==> src/rtl/load_store_unit.sv <==
// Load/store unit between a core and a word-wide data memory; sub-word stores use read-modify-write.
// Define LSU_MISALIGN_TRAP_EN to trap misaligned requests (done+err); otherwise they are force-aligned.
module load_store_unit #(
  parameter int ADDR_WIDTH = 32,
  parameter int DATA_WIDTH = 32
) (
  input  logic                  clk,
  input  logic                  rst_n,
  input  logic                  req,
  input  logic                  wr,
  input  logic [1:0]            size,
  input  logic                  uns,
  input  logic [ADDR_WIDTH-1:0] addr,
  input  logic [DATA_WIDTH-1:0] wdata,
  output logic                  ready,
  output logic                  done,
  output logic                  err,
  output logic [DATA_WIDTH-1:0] rdata,
  output logic [ADDR_WIDTH-1:0] mem_addr,
  output logic [DATA_WIDTH-1:0] mem_wd,
  output logic                  mem_we,
  output logic                  mem_re,
  input  logic [DATA_WIDTH-1:0] mem_rd
);

  typedef enum logic [2:0] {IDLE, LOAD, ST_RD, ST_WR, RESP} state_t;

  state_t                  state_q, state_d;
  logic [ADDR_WIDTH-1:0]   addr_q, addr_d;
  logic                    wr_q, wr_d;
  logic                    uns_q, uns_d;
  logic                    err_q, err_d;
  logic [1:0]              size_q, size_d;
  logic [DATA_WIDTH-1:0]   wdata_q, wdata_d;
  logic [DATA_WIDTH-1:0]   old_q, old_d;
  logic [DATA_WIDTH-1:0]   rdata_q, rdata_d;

  logic                    in_half, in_word, misal;
  logic [7:0]              ld_b;
  logic [15:0]             ld_h;
  logic [DATA_WIDTH-1:0]   ld_ext;

  assign in_half = (size == 2'b01);
  assign in_word = size[1];
  assign misal   = (in_half & addr[0]) | (in_word & (addr[1:0] != 2'b00));

  // Lane pick from the addressed word, little-endian.
  assign ld_b = mem_rd[{addr_q[1:0], 3'b000} +: 8];
  assign ld_h = mem_rd[{addr_q[1], 4'b0000} +: 16];

  always_comb begin
    if (size_q[1])      ld_ext = mem_rd;
    else if (size_q[0]) ld_ext = {{16{~uns_q & ld_h[15]}}, ld_h};
    else                ld_ext = {{24{~uns_q & ld_b[7]}}, ld_b};
  end

  // Store merge: old word with only the addressed lane(s) replaced.
  always_comb begin
    mem_wd = old_q;
    if (size_q[1])      mem_wd = wdata_q;
    else if (size_q[0]) mem_wd[{addr_q[1], 4'b0000} +: 16] = wdata_q[15:0];
    else                mem_wd[{addr_q[1:0], 3'b000} +: 8] = wdata_q[7:0];
  end

  always_comb begin
    state_d = state_q;
    addr_d  = addr_q;
    wr_d    = wr_q;
    uns_d   = uns_q;
    err_d   = err_q;
    size_d  = size_q;
    wdata_d = wdata_q;
    old_d   = old_q;
    rdata_d = rdata_q;
    unique case (state_q)
      IDLE: if (req) begin
        addr_d  = addr;
        wr_d    = wr;
        uns_d   = uns;
        size_d  = size;
        wdata_d = wdata;
        err_d   = 1'b0;
        if (!wr)         state_d = LOAD;
        else if (in_word) state_d = ST_WR;
        else             state_d = ST_RD;
`ifdef LSU_MISALIGN_TRAP_EN
        err_d = misal;
        if (misal) state_d = RESP;
`else
        // Half keeps bit 1, word clears both low bits.
        if (misal) addr_d[1:0] = addr[1:0] & {~in_word, 1'b0};
`endif
      end
      LOAD: begin
        rdata_d = ld_ext;
        state_d = RESP;
      end
      ST_RD: begin
        old_d   = mem_rd;
        state_d = ST_WR;
      end
      ST_WR:   state_d = RESP;
      RESP:    state_d = IDLE;
      default: state_d = IDLE;
    endcase
  end

  always_ff @(posedge clk or negedge rst_n) begin
    if (!rst_n) begin
      state_q <= IDLE;
      addr_q  <= '0;
      wr_q    <= 1'b0;
      uns_q   <= 1'b0;
      err_q   <= 1'b0;
      size_q  <= 2'b00;
      wdata_q <= '0;
      old_q   <= '0;
      rdata_q <= '0;
    end else begin
      state_q <= state_d;
      addr_q  <= addr_d;
      wr_q    <= wr_d;
      uns_q   <= uns_d;
      err_q   <= err_d;
      size_q  <= size_d;
      wdata_q <= wdata_d;
      old_q   <= old_d;
      rdata_q <= rdata_d;
    end
  end

  assign ready    = (state_q == IDLE);
  assign done     = (state_q == RESP);
  assign err      = done & err_q;
  assign rdata    = rdata_q;
  assign mem_addr = {2'b00, addr_q[ADDR_WIDTH-1:2]};
  assign mem_we   = (state_q == ST_WR);
  assign mem_re   = (state_q == LOAD) | (state_q == ST_RD);

endmodule

==> config.mk <==
export PLATFORM = sky130hd
export DESIGN_NAME = load_store_unit
export DESIGN_NICKNAME = d
export VERILOG_FILES = /design/src/rtl/load_store_unit.sv
export SDC_FILE = /design/constraint.sdc
export NUM_CORES = 1
export LEC_CHECK = 0
export CORE_UTILIZATION = 50
export CTS_CLUSTER_DIAMETER = 60
export DETAILED_ROUTE_END_ITERATION = 8
export GPL_ROUTABILITY_DRIVEN = 0
export PLACE_DENSITY = 0.92
export RECOVER_POWER = 25
export SYNTH_ARGS = -nofsm -noshare
export SYNTH_HDL_FRONTEND = slang
export SYNTH_SLANG_ARGS = --single-unit
==> constraint.sdc <==
create_clock -name clk -period 5.95 [get_ports clk]
set_clock_uncertainty 0.2 [all_clocks]
set_input_delay 1.19 -clock clk [delete_from_list [all_inputs] [get_ports clk]]
set_output_delay 1.19 -clock clk [all_outputs]
set_load 0.005 [all_outputs]
==> results.py <==
metrics = {
    "grt": {
        "grt_pass1_vias": 5657,
        "grt_max_degree": 87,
        "grt_overflow_total": 0,
        "grt_first_pass_wirelength_um": 30900,
        "grt_usage_pct": 27.9,
        "grt_antenna_before_repair": 0,
    },
    "floorplanning": {
        "coreArea_um2": 13800,
        "rows": 43,
        "die_x_um": 121,
        "dieArea_um2": 14600,
        "start_util_pct": 51.0,
        "io_pins": 204,
        "die_h_um": 121,
    },
    "layout": {
        "fin_area_um2": 9480,
        "antennaDiodeCount": 0,
        "layout.nets": 897,
        "final_cell_mix": "clkdlybuf4s50_1 (197), dfrtp_1 (132), mux2_2 (84)",
        "fill_cells": 1012,
        "final_common_cell": "clkdlybuf4s50_1",
        "drive_above_1_share_pct": 17.7,
        "area_growth_pct": 34.5,
    },
    "status": {
        "violations": "capacitance limit, slew limit",
        "outcome": "complete, but fails checks",
    },
    "yosys": {
        "synth_cell_types": 44,
        "synth_warnings": 0,
        "avgSynthCellArea_um2": 10.9,
        "netlist_instances": 646,
        "synth_top_area_share_pct": 47.6,
        "ys_top_cells_by_area": "dfrtp_1 (48%), mux2_2 (13%), a221oi_1 (4.7%), buf_4 (3.6%), mux2i_1 (3.3%)",
        "ys_seq_elements": 134,
        "ys_seq_area_share_pct": 47.6,
        "synth_largest_area_cell": "dfrtp_1",
        "synth_edf_count": 0,
        "async_flop_share_pct": 100,
        "synthFlopType": "dfrtp_1",
        "syn_area_um2": 7050,
    },
    "drt": {
        "topRoutingLayerUsed": "met4",
        "dr.pass1.iters": 5,
        "finalWirelength_um": 19900,
        "dr_wl_met3_um": 1830,
        "drtAntennaViolNets": 0,
        "wl_met2_um": 9120,
        "first_iter_violations": 655,
        "vias": 5893,
        "wl_met1_um": 8120,
        "viasPerCell": 6.00,
        "drcViolationCount": 0,
        "wire_per_inst_um": 20.2,
    },
    "worst_setup_path": {
        "arrival_ns": 3.59,
        "r2r_start": "addr_q[1]",
        "r2r-end": "rdata[20]",
        "path_class": "reg -> out",
        "end_kind": "output pin",
        "worstSetupStartpointType": "flop",
        "required_ns": 4.56,
        "worstRegToRegCells": 5,
        "critPathMaxFanout": 46,
        "rrSetupSlack_ns": 2.99,
    },
    "cts": {
        "cts_max_level": 4,
        "clockBufferDepth": 2,
        "cts_setup_buffers": 0,
        "ctsHoldBuffers": 0,
        "root_buffer": "clkbuf_16",
        "cts_resized": 0,
        "clkTransAtPathRegs_ns": 0.06,
        "clock_latency_ns": 0.42,
        "cts_made_buffers": 17,
        "cts_tree": "done",
        "clock_sinks": 134,
    },
    "placed_design": {
        "preCtsSetupSlack_ns": 1.43,
        "post_dp_cell_area_um2": 8860,
        "io_buffers": 200,
        "dp_hpwl_um": 13600,
    },
    "timing": {
        "final.setup.tns_ns": 0,
        "fmax_mhz": 201,
        "max_slew.worst_pin.slew_ns": 2.77,
        "rsz0062_at_grt": "false",
        "hold_viol": 0,
        "whs_ns": 0.300,
        "slew_violations": 88,
        "setup_viol": 0,
        "setup_ws_ns": 0.974,
        "fin_crit_ns": 4.98,
        "relSlewSlack_pct": -84.6,
        "period_share_pct": 83.6,
    },
    "hold_path": {
        "hp-class": "reg -> reg",
        "whs_endpoint": "rdata[6]",
        "hold_depth": 2,
        "min-delay-start": "rdata[6]",
    },
    "power_and_ir_drop": {
        "total_leakage_power_nw": 3.86,
        "ir_worst_vdd_v": 0.000407,
        "power.density_nw_per_um2": 615,
    },
    "job": {
        "drv_cap": 2,
    },
}
==> worst max-delay path: stages, from the launching register on <==
cell and delay (ns):
dfrtp_2 1.04, inv_1 0.20, ha_1 0.39, nor4b_2 0.41, buf_4 0.21, a221oi_1 0.07, a221oi_1 0.26, clkdlybuf4s50_1 0.57
==> per-layer routing <==
| metal | GRT usage, % | up-vias |
|---|---|---|
| met4 | 13.7 | 0 |
| met3 | 6.84 | 61 |
| met5 | 0 | - |
| met1 | 37.5 | 2847 |
| met2 | 42.3 | 357 |
| li1 | - | 2628 |
==> power by group <==
group          internal (mW)  switching [mW]
Combinational           1.64            1.18
Sequential              1.39           0.510
Clock                  0.722           0.402
Total                   3.74            2.09
==> synth_stat cells, drive strengths merged (3+ instances only) <==
cell type	count
a211o	6
a21oi	35
a221oi	48
a22o	24
a311oi	6
and3b	6
buf	53
clkbuf	32
dfrtp	134
ha	5
inv	20
mux2	84
mux2i	23
nand2	52
nand3b	11
nor2	23
nor3	3
nor3b	3
o21ai	43
or2	4
or3	9
==> logic make-up (layout without fill, tap and decap cells) <==
group / Yosys count / in the layout / synth area share [%]
AOI/OAI and AO/OA: 170 / 170 / 17.8
adders and majority gates: 5 / 5 / 0.887
buffers and inverters: 106 / 260 / 8.04
DFF: 134 / 134 / 47.6
muxes: 107 / 107 / 16.7
other: 1 / 3 / 0.0532
and+or+nand+nor: 123 / 123 / 8.96
==> how the worst max path moves through the flow <==
stage / from / endpoint / slack [ns] / cells past startpoint
after global placement: addr_q[1] / mem_wd[26] / 1.51 / 7
after floorplan: addr_q[1] / mem_wd[24] / 2.29 / 7
final: addr_q[1] / mem_wd[26] / 0.97 / 7
after global routing: addr_q[1] / mem_wd[29] / 0.77 / 8
after CTS: addr_q[1] / mem_wd[26] / 0.98 / 7
after detailed placement: addr_q[1] / mem_wd[26] / 1.43 / 7
==> area by class of cell <==
cell class | count | area, um^2 | area share (%)
clock buffer | 20 | 457 | 4.82
clock inverter | 12 | 176 | 1.86
inverter | 21 | 78.8 | 0.831
multi-input combinational | 408 | 3150 | 33.2
sequential | 134 | 3360 | 35.4
tap | 180 | 225 | 2.38
timing repair buffer | 207 | 2040 | 21.5
==> state kept, by name (all words and copies together), names as in the netlist <==
register / cells
state_q: 3
addr_q: 32
size_q: 2
rdata: 32
uns_q: 1
old_q: 32
wdata_q: 32
==> stage by stage <==
stage          util, %  std cells  power, mW
2_1_floorplan        -        648       3.43
3_3_place_gp      64.1        950       4.58
3_5_place_dp      64.1        950       4.65
4_1_cts           68.7        982       5.81
5_1_grt           68.6        982       6.15
6_report          68.6        982       5.83
Note: power is estimated with default switching activity, not from simulation.
